**src/rtl/minimips_pkg.sv**
```systemverilog
// Shared encodings, FSM state type and decoded-control bundle for the MiniMIPS
// multi-cycle controller.
package minimips_pkg;

  localparam int unsigned HALT_PC_DEF = 30;

  localparam logic [3:0] OP_RTYPE = 4'h0;
  localparam logic [3:0] OP_ADDI  = 4'h1;
  localparam logic [3:0] OP_ANDI  = 4'h2;
  localparam logic [3:0] OP_ORI   = 4'h3;
  localparam logic [3:0] OP_NORI  = 4'h4;
  localparam logic [3:0] OP_BEQ   = 4'h5;
  localparam logic [3:0] OP_BNE   = 4'h6;
  localparam logic [3:0] OP_SLTI  = 4'h7;
  localparam logic [3:0] OP_LW    = 4'h8;
  localparam logic [3:0] OP_SW    = 4'h9;

  localparam logic [2:0] ALU_AND = 3'b000;
  localparam logic [2:0] ALU_ADD = 3'b001;
  localparam logic [2:0] ALU_SUB = 3'b010;
  localparam logic [2:0] ALU_XOR = 3'b011;
  localparam logic [2:0] ALU_NOR = 3'b100;
  localparam logic [2:0] ALU_OR  = 3'b101;
  localparam logic [2:0] ALU_SLT = 3'b110;

  typedef enum logic [2:0] {
    S_IDLE, S_FETCH, S_DECODE, S_EXEC, S_MEM, S_WB, S_HALTED
  } state_e;

  typedef struct packed {
    logic [2:0] alu_ctr;
    logic       alu_src;
    logic       imm_zext;
    logic       reg_dst;
    logic       mem_to_reg;
    logic       is_branch;
    logic       is_mem;
    logic       is_store;
    logic       illegal;
  } dec_t;

endpackage

```
**src/rtl/minimips_decode.sv**
```systemverilog
// Combinational instruction decode: opcode/func to ALU and datapath control
// fields, plus the illegal-instruction flag.
module minimips_decode
  import minimips_pkg::*;
(
  input  logic [3:0] opcode_i,
  input  logic [2:0] func_i,
  output dec_t       dec_o
);

  always_comb begin
    dec_o = '0;
    case (opcode_i)
      OP_RTYPE: begin
        dec_o.alu_ctr = func_i;
        dec_o.reg_dst = 1'b1;
        // func 110/111 are reserved for R-type even though 110 is SLT on the ALU
        dec_o.illegal = (func_i[2:1] == 2'b11);
      end
      OP_ADDI: begin
        dec_o.alu_ctr = ALU_ADD;
        dec_o.alu_src = 1'b1;
      end
      OP_ANDI: begin
        dec_o.alu_ctr  = ALU_AND;
        dec_o.alu_src  = 1'b1;
        dec_o.imm_zext = 1'b1;
      end
      OP_ORI: begin
        dec_o.alu_ctr  = ALU_OR;
        dec_o.alu_src  = 1'b1;
        dec_o.imm_zext = 1'b1;
      end
      OP_NORI: begin
        dec_o.alu_ctr  = ALU_NOR;
        dec_o.alu_src  = 1'b1;
        dec_o.imm_zext = 1'b1;
      end
      OP_BEQ, OP_BNE: begin
        dec_o.alu_ctr   = ALU_SUB;
        dec_o.is_branch = 1'b1;
      end
      OP_SLTI: begin
        dec_o.alu_ctr = ALU_SLT;
        dec_o.alu_src = 1'b1;
      end
      OP_LW: begin
        dec_o.alu_ctr    = ALU_ADD;
        dec_o.alu_src    = 1'b1;
        dec_o.is_mem     = 1'b1;
        dec_o.mem_to_reg = 1'b1;
      end
      OP_SW: begin
        dec_o.alu_ctr  = ALU_ADD;
        dec_o.alu_src  = 1'b1;
        dec_o.is_mem   = 1'b1;
        dec_o.is_store = 1'b1;
      end
      default: dec_o.illegal = 1'b1;
    endcase
  end

endmodule

```
**src/rtl/minimips_mc_ctrl.sv**
```systemverilog
// Multi-cycle control sequencer for the MiniMIPS datapath.
//   state    | meaning
//   IDLE     | waiting for start, all outputs low
//   FETCH    | load IR, PC+1; halt instead if pc >= HALT_PC
//   DECODE   | capture opcode/func, trap illegal encodings
//   EXEC     | ALU op; branches resolve and retire here
//   MEM      | hold mem_req until mem_ack; SW retires here
//   WB       | register write-back, retire
//   HALTED   | absorbing until reset
module minimips_mc_ctrl
  import minimips_pkg::*;
#(
  parameter int unsigned HALT_PC = HALT_PC_DEF,
  parameter int unsigned CNT_W   = 16
) (
  input  logic             clock_i,
  input  logic             reset_i,
  input  logic             start_i,
  input  logic [31:0]      pc_i,
  input  logic [3:0]       opcode_i,
  input  logic [2:0]       func_i,
  input  logic             zero_i,
  input  logic             mem_ack_i,
  output logic             ir_load_o,
  output logic             pc_write_o,
  output logic             pc_src_o,
  output logic             reg_write_o,
  output logic             reg_dst_o,
  output logic             alu_src_o,
  output logic             imm_zext_o,
  output logic [2:0]       alu_ctr_o,
  output logic             mem_req_o,
  output logic             mem_we_o,
  output logic             mem_to_reg_o,
  output logic             busy_o,
  output logic             halted_o,
  output logic             illegal_o,
  output logic [CNT_W-1:0] retired_o
);

  state_e     state_q;
  logic [3:0] op_q;
  logic [2:0] fn_q;
  logic [3:0] op_sel;
  logic [2:0] fn_sel;
  dec_t       dec;
  logic       pc_ok;

  logic       fetch_q, branch_q, reg_write_q, reg_dst_q, alu_src_q, imm_zext_q;
  logic [2:0] alu_ctr_q;
  logic       mem_req_q, mem_we_q, mem_to_reg_q, halted_q, illegal_q;
  logic [CNT_W-1:0] retired_q, retired_d;

  // Decode looks at the live IR only during DECODE; everywhere else it sees the
  // captured copy, so outputs never follow opcode/func outside that state.
  assign op_sel = (state_q == S_DECODE) ? opcode_i : op_q;
  assign fn_sel = (state_q == S_DECODE) ? func_i   : fn_q;

  minimips_decode u_decode (
    .opcode_i (op_sel),
    .func_i   (fn_sel),
    .dec_o    (dec)
  );

  assign pc_ok     = (pc_i < HALT_PC);
  assign retired_d = retired_q + {{(CNT_W-1){1'b0}}, 1'b1};

  always_ff @(posedge clock_i) begin
    if (reset_i) begin
      state_q      <= S_IDLE;
      op_q         <= '0;
      fn_q         <= '0;
      fetch_q      <= 1'b0;
      branch_q     <= 1'b0;
      reg_write_q  <= 1'b0;
      reg_dst_q    <= 1'b0;
      alu_src_q    <= 1'b0;
      imm_zext_q   <= 1'b0;
      alu_ctr_q    <= '0;
      mem_req_q    <= 1'b0;
      mem_we_q     <= 1'b0;
      mem_to_reg_q <= 1'b0;
      halted_q     <= 1'b0;
      illegal_q    <= 1'b0;
      retired_q    <= '0;
    end else begin
      // Registered outputs describe the state being entered; default them low.
      fetch_q      <= 1'b0;
      branch_q     <= 1'b0;
      reg_write_q  <= 1'b0;
      reg_dst_q    <= 1'b0;
      alu_src_q    <= 1'b0;
      imm_zext_q   <= 1'b0;
      alu_ctr_q    <= '0;
      mem_req_q    <= 1'b0;
      mem_we_q     <= 1'b0;
      mem_to_reg_q <= 1'b0;
      case (state_q)
        S_IDLE: begin
          if (start_i) begin
            state_q <= S_FETCH;
            fetch_q <= 1'b1;
          end
        end
        S_FETCH: begin
          if (!pc_ok) begin
            state_q  <= S_HALTED;
            halted_q <= 1'b1;
          end else begin
            state_q <= S_DECODE;
          end
        end
        S_DECODE: begin
          op_q <= opcode_i;
          fn_q <= func_i;
          if (dec.illegal) begin
            state_q   <= S_HALTED;
            halted_q  <= 1'b1;
            illegal_q <= 1'b1;
          end else begin
            state_q    <= S_EXEC;
            alu_ctr_q  <= dec.alu_ctr;
            alu_src_q  <= dec.alu_src;
            imm_zext_q <= dec.imm_zext;
            branch_q   <= dec.is_branch;
          end
        end
        S_EXEC: begin
          if (dec.is_branch) begin
            state_q   <= S_FETCH;
            fetch_q   <= 1'b1;
            retired_q <= retired_d;
          end else if (dec.is_mem) begin
            state_q   <= S_MEM;
            mem_req_q <= 1'b1;
            mem_we_q  <= dec.is_store;
          end else begin
            state_q     <= S_WB;
            reg_write_q <= 1'b1;
            reg_dst_q   <= dec.reg_dst;
          end
        end
        S_MEM: begin
          if (!mem_ack_i) begin
            mem_req_q <= 1'b1;
            mem_we_q  <= dec.is_store;
          end else if (dec.is_store) begin
            state_q   <= S_FETCH;
            fetch_q   <= 1'b1;
            retired_q <= retired_d;
          end else begin
            state_q      <= S_WB;
            reg_write_q  <= 1'b1;
            mem_to_reg_q <= dec.mem_to_reg;
          end
        end
        S_WB: begin
          state_q   <= S_FETCH;
          fetch_q   <= 1'b1;
          retired_q <= retired_d;
        end
        S_HALTED: state_q <= S_HALTED;
        default:  state_q <= S_IDLE;
      endcase
    end
  end

  // Fetch enables gate on the live PC, branch write on the live zero flag:
  // both may change on the very edge that enters the state.
  assign ir_load_o    = fetch_q & pc_ok;
  assign pc_write_o   = (fetch_q & pc_ok) | (branch_q & (zero_i ^ (op_q == OP_BNE)));
  assign pc_src_o     = branch_q;
  assign reg_write_o  = reg_write_q;
  assign reg_dst_o    = reg_dst_q;
  assign alu_src_o    = alu_src_q;
  assign imm_zext_o   = imm_zext_q;
  assign alu_ctr_o    = alu_ctr_q;
  assign mem_req_o    = mem_req_q;
  assign mem_we_o     = mem_we_q;
  assign mem_to_reg_o = mem_to_reg_q;
  assign busy_o       = (state_q != S_IDLE) && (state_q != S_HALTED);
  assign halted_o     = halted_q;
  assign illegal_o    = illegal_q;
  assign retired_o    = retired_q;

endmodule

```
**config.mk**
```make
export PLATFORM = sky130hd
export DESIGN_NAME = minimips_mc_ctrl
export DESIGN_NICKNAME = d
export VERILOG_FILES = /design/src/rtl/minimips_pkg.sv /design/src/rtl/minimips_decode.sv /design/src/rtl/minimips_mc_ctrl.sv
export SDC_FILE = /design/constraint.sdc
export NUM_CORES = 1
export LEC_CHECK = 0
export CORE_MARGIN = 2
export CORE_UTILIZATION = 49
export CTS_CLUSTER_SIZE = 8
export DETAILED_ROUTE_END_ITERATION = 10
export MAX_ROUTING_LAYER = met4
export PLACE_DENSITY = 0.9
export SYNTH_ARGS = -nofsm -noshare
export SYNTH_HDL_FRONTEND = slang
export SYNTH_SLANG_ARGS = --single-unit
```
**constraint.sdc**
```tcl
create_clock -name clock_i -period 5.5 [get_ports clock_i]
set_clock_uncertainty 0.05 [all_clocks]
set_input_delay 1.1 -clock clock_i [delete_from_list [all_inputs] [get_ports clock_i]]
set_output_delay 1.1 -clock clock_i [all_outputs]
set_load 0.01 [all_outputs]
```
==> results.ini, run 1 <==
[detailed_routing]
vias = 2251
totalWireLength_mm = 5.90
firstDrtPassIters = 4
route.detailed.drc = 0
wl_met3_um = 552
via_per_inst = 5.99
post_drt_wl_per_cell_um = 15.7
wl_met2_mm = 2.91
top_layer = met4
postRouteAntennaNets = 0
wl_met1_mm = 2.36
first_iter_violations = 179

[critical_path]
arrival_ns = 2.83
cp-end-kind = primary output
required_ns = 4.35
cp_slowest_cell = clkdlybuf4s50_1
path_common_cell = clkdlybuf4s50_1
critPathMaxStageDelay_ns = 0.53
crit_fanout = 2
start_kind = input port
worstSetupPathType = input port to primary output
cp_cell_sequence = clkdlybuf4s50_1 -> nor4_1 -> nand4_1 -> nor2_1 -> a22o_1 -> clkdlybuf4s50_1

[sta]
slew_headroom_pct = 32.0
rsz0062_at_grt = no
setup-tns-final_ns = 0
fmax_mhz = 251
setup_viol = 0
slew_violations = 0
min_period_ns = 3.98
hold_viol_final = 0
tightestPinTransition_ns = 1.02
period_share_pct = 72.3
hold_slack_ns = 0.440

[floorplanning]
start_util_pct = 51.2
io-pin-count = 76
rows = 24
die_x_um = 71.4
die_area_sq_um = 5100
die_y_um = 71.4
coreArea_sq_um = 4350

[cells_and_area]
syn_to_final_growth_pct = 37.6
finish.utilization_pct = 70.4
multiInputGateArea_sq_um = 1340
layout.nets = 369
diodes = 0
drive_above_1_share_pct = 10.2
regArea_sq_um = 801
num-fill-cells = 344

[synth]
synth_edf_count = 0
synthArstFlopShare_pct = 0
syn_inst = 258
netlist_area_sq_um = 2230
ys.flop_type = dfxtp_1
yosysWarnings = 0
synth.yosys.seq_area_share_pct = 35.9
syn_area_per_cell_sq_um = 8.64
syn_nets = 303
synthDistinctLibCells = 47
synth_seq_cells = 40

[power_and_ir_drop]
p_clk_share_pct = 27.4
seqPwrFrac_pct = 45.2
p_switching_uw = 234
cellPowerDensity_nw_per_um2 = 248
switching_share_pct = 30.8
internal_power_uw = 526
power.leakage_uw = 0.00111
p_comb_share_pct = 27.4
peakVddDrop_mv = 0.189

[clock_network]
hold_buffers = 0
cts-resized-gates = 0
cts.sink_count = 40
postCtsSetupBuffers = 0
ctsLongestPathBuffers = 2
clock-root-buffer = clkbuf_8
clk_pin_slew_ns = 0.07
clk_latency_ns = 0.29
cts_tree = yes
htree_num_levels = 2
cts_buffers = 5

[outcome]
status = completed

[global_route]
antenna_found_initial = 0
grt_pass1_wl_mm = 9.38
grt.overflow.total = 0
grt_use_total_pct = 23.6
grt_pass1_vias = 2029
grt_max_degree = 51

[place]
port_buffers = 74
gp_congestion = 0.878
dpl.hpwl_mm = 4.26

[run]
cap_violations = 0

[min_path]
hold_path.class = flip-flop to flip-flop

## worst max-delay path, delay by kind of cell
kind            cells  cell delay (ns)
buf+inv             2             0.93
simple gates        3             0.64
compound gates      1             0.15
## area by class of cell
| class | count | area share [%] |
|---|---|---|
| Timing Repair Buffer | 75 | 24.4 |
| Sequential cell | 40 | 26.1 |
| Tap cell | 52 | 2.12 |
| Clock buffer | 7 | 3.14 |
| Multi-Input combinational cell | 197 | 43.6 |
| Inverter | 5 | 0.612 |
## cell families (layout without fill, tap and decap cells)
group	count (synthesis)	in the layout	share of synthesized area (%)
and+or+nand+nor	119	119	29.6
AOI/OAI and AO/OA	50	50	17.0
DFF	40	40	35.9
muxes	24	24	11.7
buffers and inverters	21	87	4.04
xor gates and xnor gates	3	3	1.18
adders and majority gates	1	1	0.561
## cells in the mapped netlist, types with 3 or more instances
| cell type | n | share of area, % |
|---|---|---|
| o21a_1 | 3 | 1.0 |
| nor3_1 | 7 | 1.6 |
| inv_1 | 5 | 0.84 |
| nor2b_1 | 17 | 4.8 |
| a21oi_1 | 17 | 3.8 |
| mux2i_1 | 7 | 3.1 |
| nand3_1 | 13 | 2.9 |
| a211oi_1 | 6 | 2.0 |
| mux2_2 | 16 | 8.1 |
| nand2_1 | 9 | 1.5 |
| dfxtp_1 | 40 | 36 |
| clkbuf_1 | 7 | 1.2 |
| buf_2 | 6 | 1.3 |
| nand2b_1 | 5 | 1.4 |
| nor2_1 | 35 | 5.9 |
| xor2_1 | 3 | 1.2 |
| a31oi_1 | 3 | 0.84 |
| nand4_1 | 9 | 2.5 |
| and4_1 | 3 | 1.2 |
| o21ai_0 | 3 | 0.67 |
| nor4_1 | 10 | 2.8 |
## cells in the final DEF, fill, tap and decap left out, types with 5 or more instances in the layout
cell type,instances
a211oi_1,6
nand2_1,9
nor2b_1,17
nor4_1,10
dfxtp_1,40
clkbuf_8,7
nand4_1,9
nand3_1,13
mux2_2,16
nor2_1,35
nand2b_1,5
nor3_1,7
a21oi_1,17
mux2i_1,7
inv_1,5
clkdlybuf4s50_1,74
## sequential cells by signal (all words and copies together), names as in the netlist
register	flops
retired_o	16
op_q	4
alu_ctr_o	3
fn_q	3
state_q	3
alu_src_o	1
fetch_q	1
halted_o	1
illegal_o	1
imm_zext_o	1
mem_req_o	1
mem_to_reg_o	1
mem_we_o	1
pc_src_o	1
reg_dst_o	1
reg_write_o	1
## layer usage
metal,global-route usage (%),vias to the layer above
met2,39.4,109
met5,-,-
met4,7.55,0
met1,28.0,1066
met3,5.63,4
li1,-,1072
## final timing paths
path	start	end	slack, ns	cells past startpoint
max reg2reg	state_q[1]	alu_ctr_o[0]	2.92	4
max	pc_i[23]	pc_write_o	1.52	6
min	illegal_o	illegal_o	0.44	2
min reg2reg	illegal_o	illegal_o	0.44	2
## power groups by stage
stage / Combinational [uW] / Sequential, uW / Clock [uW]
after detailed placement: 204 / 349 / 0
final: 208 / 344 / 209
after CTS: 207 / 343 / 212
after global placement: 197 / 348 / 0
after global routing: 226 / 348 / 222
after floorplan: 145 / 330 / 0
## through the flow
stage	total power, uW	std cells	worst slack, ns	cell area [sq um]
floorplan	475	258	2.56	2230
global placement	545	369	1.51	2970
detailed placement	553	369	1.49	2970
CTS	762	376	1.49	3070
global route	795	376	1.37	3070
finish	760	376	1.52	3070
No activity file was read; power rests on OpenSTA's default activity.
==> run 2, diff against run 1 <==
Settings changed: CORE_UTILIZATION 49 to 41, PLACE_DENSITY 0.9 to 0.81.
Clock period 5.5 ns to 3.4 ns, I/O delays scaled along.
==> run 2 against run 1 <==
Net effect: critical endpoint unchanged; core utilization shrank 11 points; flip-flop and latch count is the same; worst setup slack lost 1.2 ns; clock power grew 55%; die area grew 18%; largest cell class unchanged; final cell count grew 5.6%; final area grew 1.0%.
==> results.ini, run 2 (synthesis gave the netlist of run 1 again) <==
[outcome]
status = completed

[power_and_ir_drop]
internal_power_uw = 840  ; +60%
p_clk_share_pct = 26.7  ; -0.7 points
switching_share_pct = 30.8  ; +0.050 points
p_switching_uw = 374  ; +60%
power_uw = 1210  ; +60%
p_comb_share_pct = 27.4  ; about the same
power.leakage_uw = 0.00111  ; +0.48%
peakVddDrop_mv = 0.222  ; +18%
cellPowerDensity_nw_per_um2 = 392  ; +58%
seqPwrFrac_pct = 45.9  ; +0.7 points

[clock_network]
clk_pin_slew_ns = 0.07  ; about the same
cts-resized-gates = 0  ; unchanged
clock-root-buffer = clkbuf_8
postCtsSetupBuffers = 0  ; unchanged
ctsLongestPathBuffers = 2  ; unchanged
clk_latency_ns = 0.29  ; about the same
cts.sink_count = 40  ; unchanged
cts_buffers = 5  ; unchanged
cts_tree = yes
hold_buffers = 0  ; unchanged
htree_num_levels = 2  ; unchanged

[floorplanning]
start_util_pct = 43.1  ; -8.1 points
io-pin-count = 76  ; unchanged
coreArea_sq_um = 5170  ; +19%
die_y_um = 77.7  ; +8.8%
die_area_sq_um = 6040  ; +18%
rows = 26  ; +8.3%
die_x_um = 77.7  ; +8.8%

[place]
place_area_sq_um = 3010  ; +1.3%
dpl.hpwl_mm = 4.03  ; -5.6%
gp_congestion = 0.829  ; -5.6%
dp.cells = 389  ; +5.4%
port_buffers = 74  ; unchanged

[sta]
setup_viol = 0  ; unchanged
slew_headroom_pct = 57.3  ; +25 points
tightestPinTransition_ns = 0.638  ; -0.377 ns
min_period_ns = 3.08
hold_slack_ns = 0.429  ; -0.0108 ns
period_share_pct = 90.5
setup-tns-final_ns = 0  ; unchanged
fmax_mhz = 325
rsz0062_at_grt = no
slew_violations = 0  ; unchanged
hold_viol_final = 0  ; unchanged

[detailed_routing]
wl_met1_mm = 2.35  ; -0.72%
top_layer = met4
wl_met2_mm = 2.56  ; -12%
route.detailed.drc = 0  ; unchanged
postRouteAntennaNets = 0  ; unchanged
via_per_inst = 5.39  ; -10%
vias = 2138  ; -5.0%
totalWireLength_mm = 5.40  ; -8.4%
firstDrtPassIters = 6  ; +2
first_iter_violations = 146  ; -18%
wl_met3_um = 401  ; -27%
post_drt_wl_per_cell_um = 13.6  ; -13%

[global_route]
grt_pass1_vias = 2054  ; +1.2%
grt_use_total_pct = 19.1  ; -4.5 points
grt.overflow.total = 0  ; unchanged
antenna_found_initial = 0  ; unchanged
grt_max_degree = 30  ; -41%
grt_pass1_wl_mm = 9.23  ; -1.7%

[min_path]
min_path_cells = 2  ; unchanged
hold_path.class = flip-flop to flip-flop

[cells_and_area]
layout_common_cells = 74 x clkdlybuf4s50_1, 40 x dfxtp_1, 35 x nor2_1
diodes = 0  ; unchanged
final_common_cell = clkdlybuf4s50_1
layout.nets = 371  ; +0.54%
largest_reg_flops = 16  ; unchanged
fin_cells = 397  ; +5.6%
drive_above_1_share_pct = 10.4  ; +0.21 points
syn_to_final_growth_pct = 39.0
final_area_sq_um = 3100  ; +1.0%

[run]
cap_violations = 0  ; unchanged

[critical_path]
crit_fanout = 2  ; unchanged
worstSetupPathType = input port to primary output
arrival_ns = 2.35  ; -0.48 ns
reg2regPathDepth = 4  ; unchanged
start_kind = input port
cp-end-kind = primary output
required_ns = 2.67  ; -1.68 ns

[run 2: cell count changes in the layout (fill, tap and decap cells not counted)]
cell / change
buf_4: +2
clkbuf_8: -1
clkbuf_1: +2
[run 2: power groups by stage]
stage / sequential [uW] / combinational, uW / clock [uW]
2_1_floorplan: 534 / 234 / 0
3_3_place_gp: 563 / 325 / 0
3_5_place_dp: 566 / 331 / 0
4_1_cts: 555 / 333 / 334
5_1_grt: 565 / 367 / 351
6_report: 556 / 333 / 324
[run 2: worst max-delay path, stage by stage]
cell	delay (ns)
clkdlybuf4s50_1	0.40
nor4_1	0.29
nand4_1	0.16
nor2_1	0.14
a22o_1	0.15
clkdlybuf4s50_1	0.53
[run 2: routing by layer]
layer  vias to the layer above  track usage, %
met5                         -               -
met4                         0            6.96
met3                         8            4.53
met2                        78            31.3
met1                       974            22.7
li1                       1078               -
[run 2: path summary, 6_finish.rpt]
check | startpoint | to | slack, ns
setup / recovery | pc_i[17] | pc_write_o | 0.32
hold / removal | illegal_o | illegal_o | 0.43
setup reg to reg | state_q[1] | alu_ctr_o[0] | 1.12
hold reg to reg | illegal_o | illegal_o | 0.43
[run 2: cell type report]
type,instances,area (sq um)
fill,435,2070
tap,70,87.6
sequential,40,801
inverter,5,18.8
multi-input combinational,197,1340
clock buffer,8,90.1
timing repair buffer,77,763
[run 2: metrics by stage]
step / utilization (%) / setup slack (ns)
floorplan: - / 1.30
global placement: 58.2 / 0.296
detailed placement: 58.2 / 0.295
CTS: 59.9 / 0.294
global route: 59.9 / 0.159
finish: 59.9 / 0.325
==> run 3, diff against run 2 <==
Settings changed: CORE_ASPECT_RATIO from default to 0.6.
==> run 3 against run 2 <==
Net effect: count of clock-buffer cells in the layout shrank 1; total power grew 9.9%; fmax shrank 3.3%; wire length grew 10%; die area grew 0.31%; via count grew 1.5%; highest routed layer unchanged; core utilization grew 0.81 points; final area grew 1.0%; hold slack gained 0.023 ns.
==> results.ini, run 3 (synthesis gave the netlist of run 1 again) <==
[outcome]
status = completed

[cells_and_area]
layout.nets = 371  ; unchanged
syn_to_final_growth_pct = 40.4
final_common_cell = clkdlybuf4s50_1
finish.utilization_pct = 60.7  ; +0.81 points
drive_above_1_share_pct = 11.0  ; +0.61 points
layout_common_cells = 74 x clkdlybuf4s50_1, 40 x dfxtp_1, 35 x nor2_1
largest_reg_flops = 16  ; unchanged
fin_cells = 393  ; -1.0%
diodes = 0  ; unchanged
num-fill-cells = 447  ; +2.8%

[critical_path]
start_kind = input port
required_ns = 2.67  ; about the same
arrival_ns = 2.45  ; +0.10 ns
endpoint = pc_write_o
ff2ff_setup_slack_ns = 1.05  ; -0.07 ns
reg2regPathDepth = 4  ; unchanged
startpoint = pc_i[17]
r2r-end = retired_o[12]
cp-end-kind = primary output
r2r-start = state_q[0]
worstSetupPathType = input port to primary output
crit_fanout = 2  ; unchanged

[clock_network]
cts.sink_count = 40  ; unchanged
clock-root-buffer = clkbuf_8
clk_pin_slew_ns = 0.07  ; about the same
hold_buffers = 0  ; unchanged
cts-resized-gates = 0  ; unchanged
cts_tree = yes
ctsLongestPathBuffers = 2  ; unchanged
cts_buffers = 5  ; unchanged
htree_num_levels = 2  ; unchanged
postCtsSetupBuffers = 0  ; unchanged
clk_latency_ns = 0.30  ; about the same

[global_route]
grt_pass1_vias = 2024  ; -1.5%
grt_max_degree = 37  ; +23%
grt_pass1_wl_mm = 9.70  ; +5.2%
grt_use_total_pct = 20.8  ; +1.8 points
antenna_found_initial = 0  ; unchanged
grt.overflow.total = 0  ; unchanged

[detailed_routing]
vias = 2171  ; +1.5%
route.detailed.drc = 0  ; unchanged
first_iter_violations = 194  ; +33%
post_drt_wl_per_cell_um = 15.2  ; +11%
via_per_inst = 5.52  ; +2.6%
postRouteAntennaNets = 0  ; unchanged
firstDrtPassIters = 5  ; -1
totalWireLength_mm = 5.96  ; +10%

[floorplanning]
die_area_sq_um = 6060  ; +0.31%
die_y_um = 61.1  ; -21%
die_x_um = 99.2  ; +28%
start_util_pct = 43.2  ; +0.15 points
io-pin-count = 76  ; unchanged
coreArea_sq_um = 5150  ; -0.34%
rows = 20  ; -23%

[sta]
rsz0062_at_grt = no
setup_viol = 0  ; unchanged
slew_headroom_pct = 59.4  ; +2.2 points
setup-tns-final_ns = 0  ; unchanged
min_period_ns = 3.18  ; +0.105 ns
fmax_mhz = 314  ; -3.3%
period_share_pct = 93.5  ; +3.1 points
slew_violations = 0  ; unchanged
tightestPinTransition_ns = 0.592  ; -0.0464 ns
hold_viol_final = 0  ; unchanged

[place]
dp.cells = 385  ; -1.0%
dpl.hpwl_mm = 4.45  ; +10%
gp_congestion = 0.873  ; +5.3%
port_buffers = 74  ; unchanged

[run]
cap_violations = 0  ; unchanged

[min_path]
hold_path.class = flip-flop to flip-flop

[power_and_ir_drop]
cellPowerDensity_nw_per_um2 = 426  ; +8.8%
power.leakage_uw = 0.00113  ; +1.7%
power_uw = 1330  ; +9.9%
peakVddDrop_mv = 0.251  ; +13%

run 3: changes by cell type in the layout (fill, tap and decap cells not counted):
cell,before,now
clkbuf_1,2,0
bufinv_16,0,1
clkbuf_8,6,7
run 3: where the power goes:
group | switching (uW) | leakage [uW] | internal (uW)
Combinational | 172 | 0.000743 | 174
Sequential | 56.3 | 0.000324 | 500
Clock | 172 | 0.0000645 | 259
run 3: critical path: stages:
cell	delay, ns
clkdlybuf4s50_1	0.40
nor4_1	0.31
nand4_1	0.21
nor2_1	0.16
a22o_1	0.15
clkdlybuf4s50_1	0.53
run 3: through the flow:
step / area, sq um / hold WS [ns] / setup slack (ns)
after floorplan: 2230 / 0.401 / 1.30
after global placement: 3000 / 0.402 / 0.308
after detailed placement: 3000 / 0.433 / 0.177
after CTS: 3130 / 0.455 / 0.176
after global routing: 3130 / 0.510 / 0.0580
final: 3130 / 0.453 / 0.220
run 3: worst min-delay path by stage:
stage                          from        end  slack [ns]  cells after the start
after detailed placement    fn_q[0]    fn_q[0]        0.43                      2
after global routing      illegal_o  illegal_o        0.51                      2
after floorplan             fn_q[0]    fn_q[0]        0.40                      2
final                       fn_q[0]    fn_q[0]        0.45                      2
after CTS                   fn_q[0]    fn_q[0]        0.46                      2
after global placement    illegal_o  illegal_o        0.40                      2
run 3: layout make-up:
class / count / area (sq um) / area share (%)
Multi-Input combinational cell: 197 / 1340 / 42.7
Sequential cell: 40 / 801 / 25.6
Timing Repair Buffer: 77 / 763 / 24.4
Clock buffer: 7 / 96.3 / 3.08
Tap cell: 66 / 82.6 / 2.64
Clock inverter: 1 / 30.0 / 0.960
Inverter: 5 / 18.8 / 0.600
run 3: routing by layer:
layer	vias to the layer above	share of wire, %	global-route usage (%)
li1	1081	-	-
met3	5	8.8	5.11
met1	999	49	28.2
met2	86	41	31.2
met4	0	0.84	6.26
met5	-	0	-
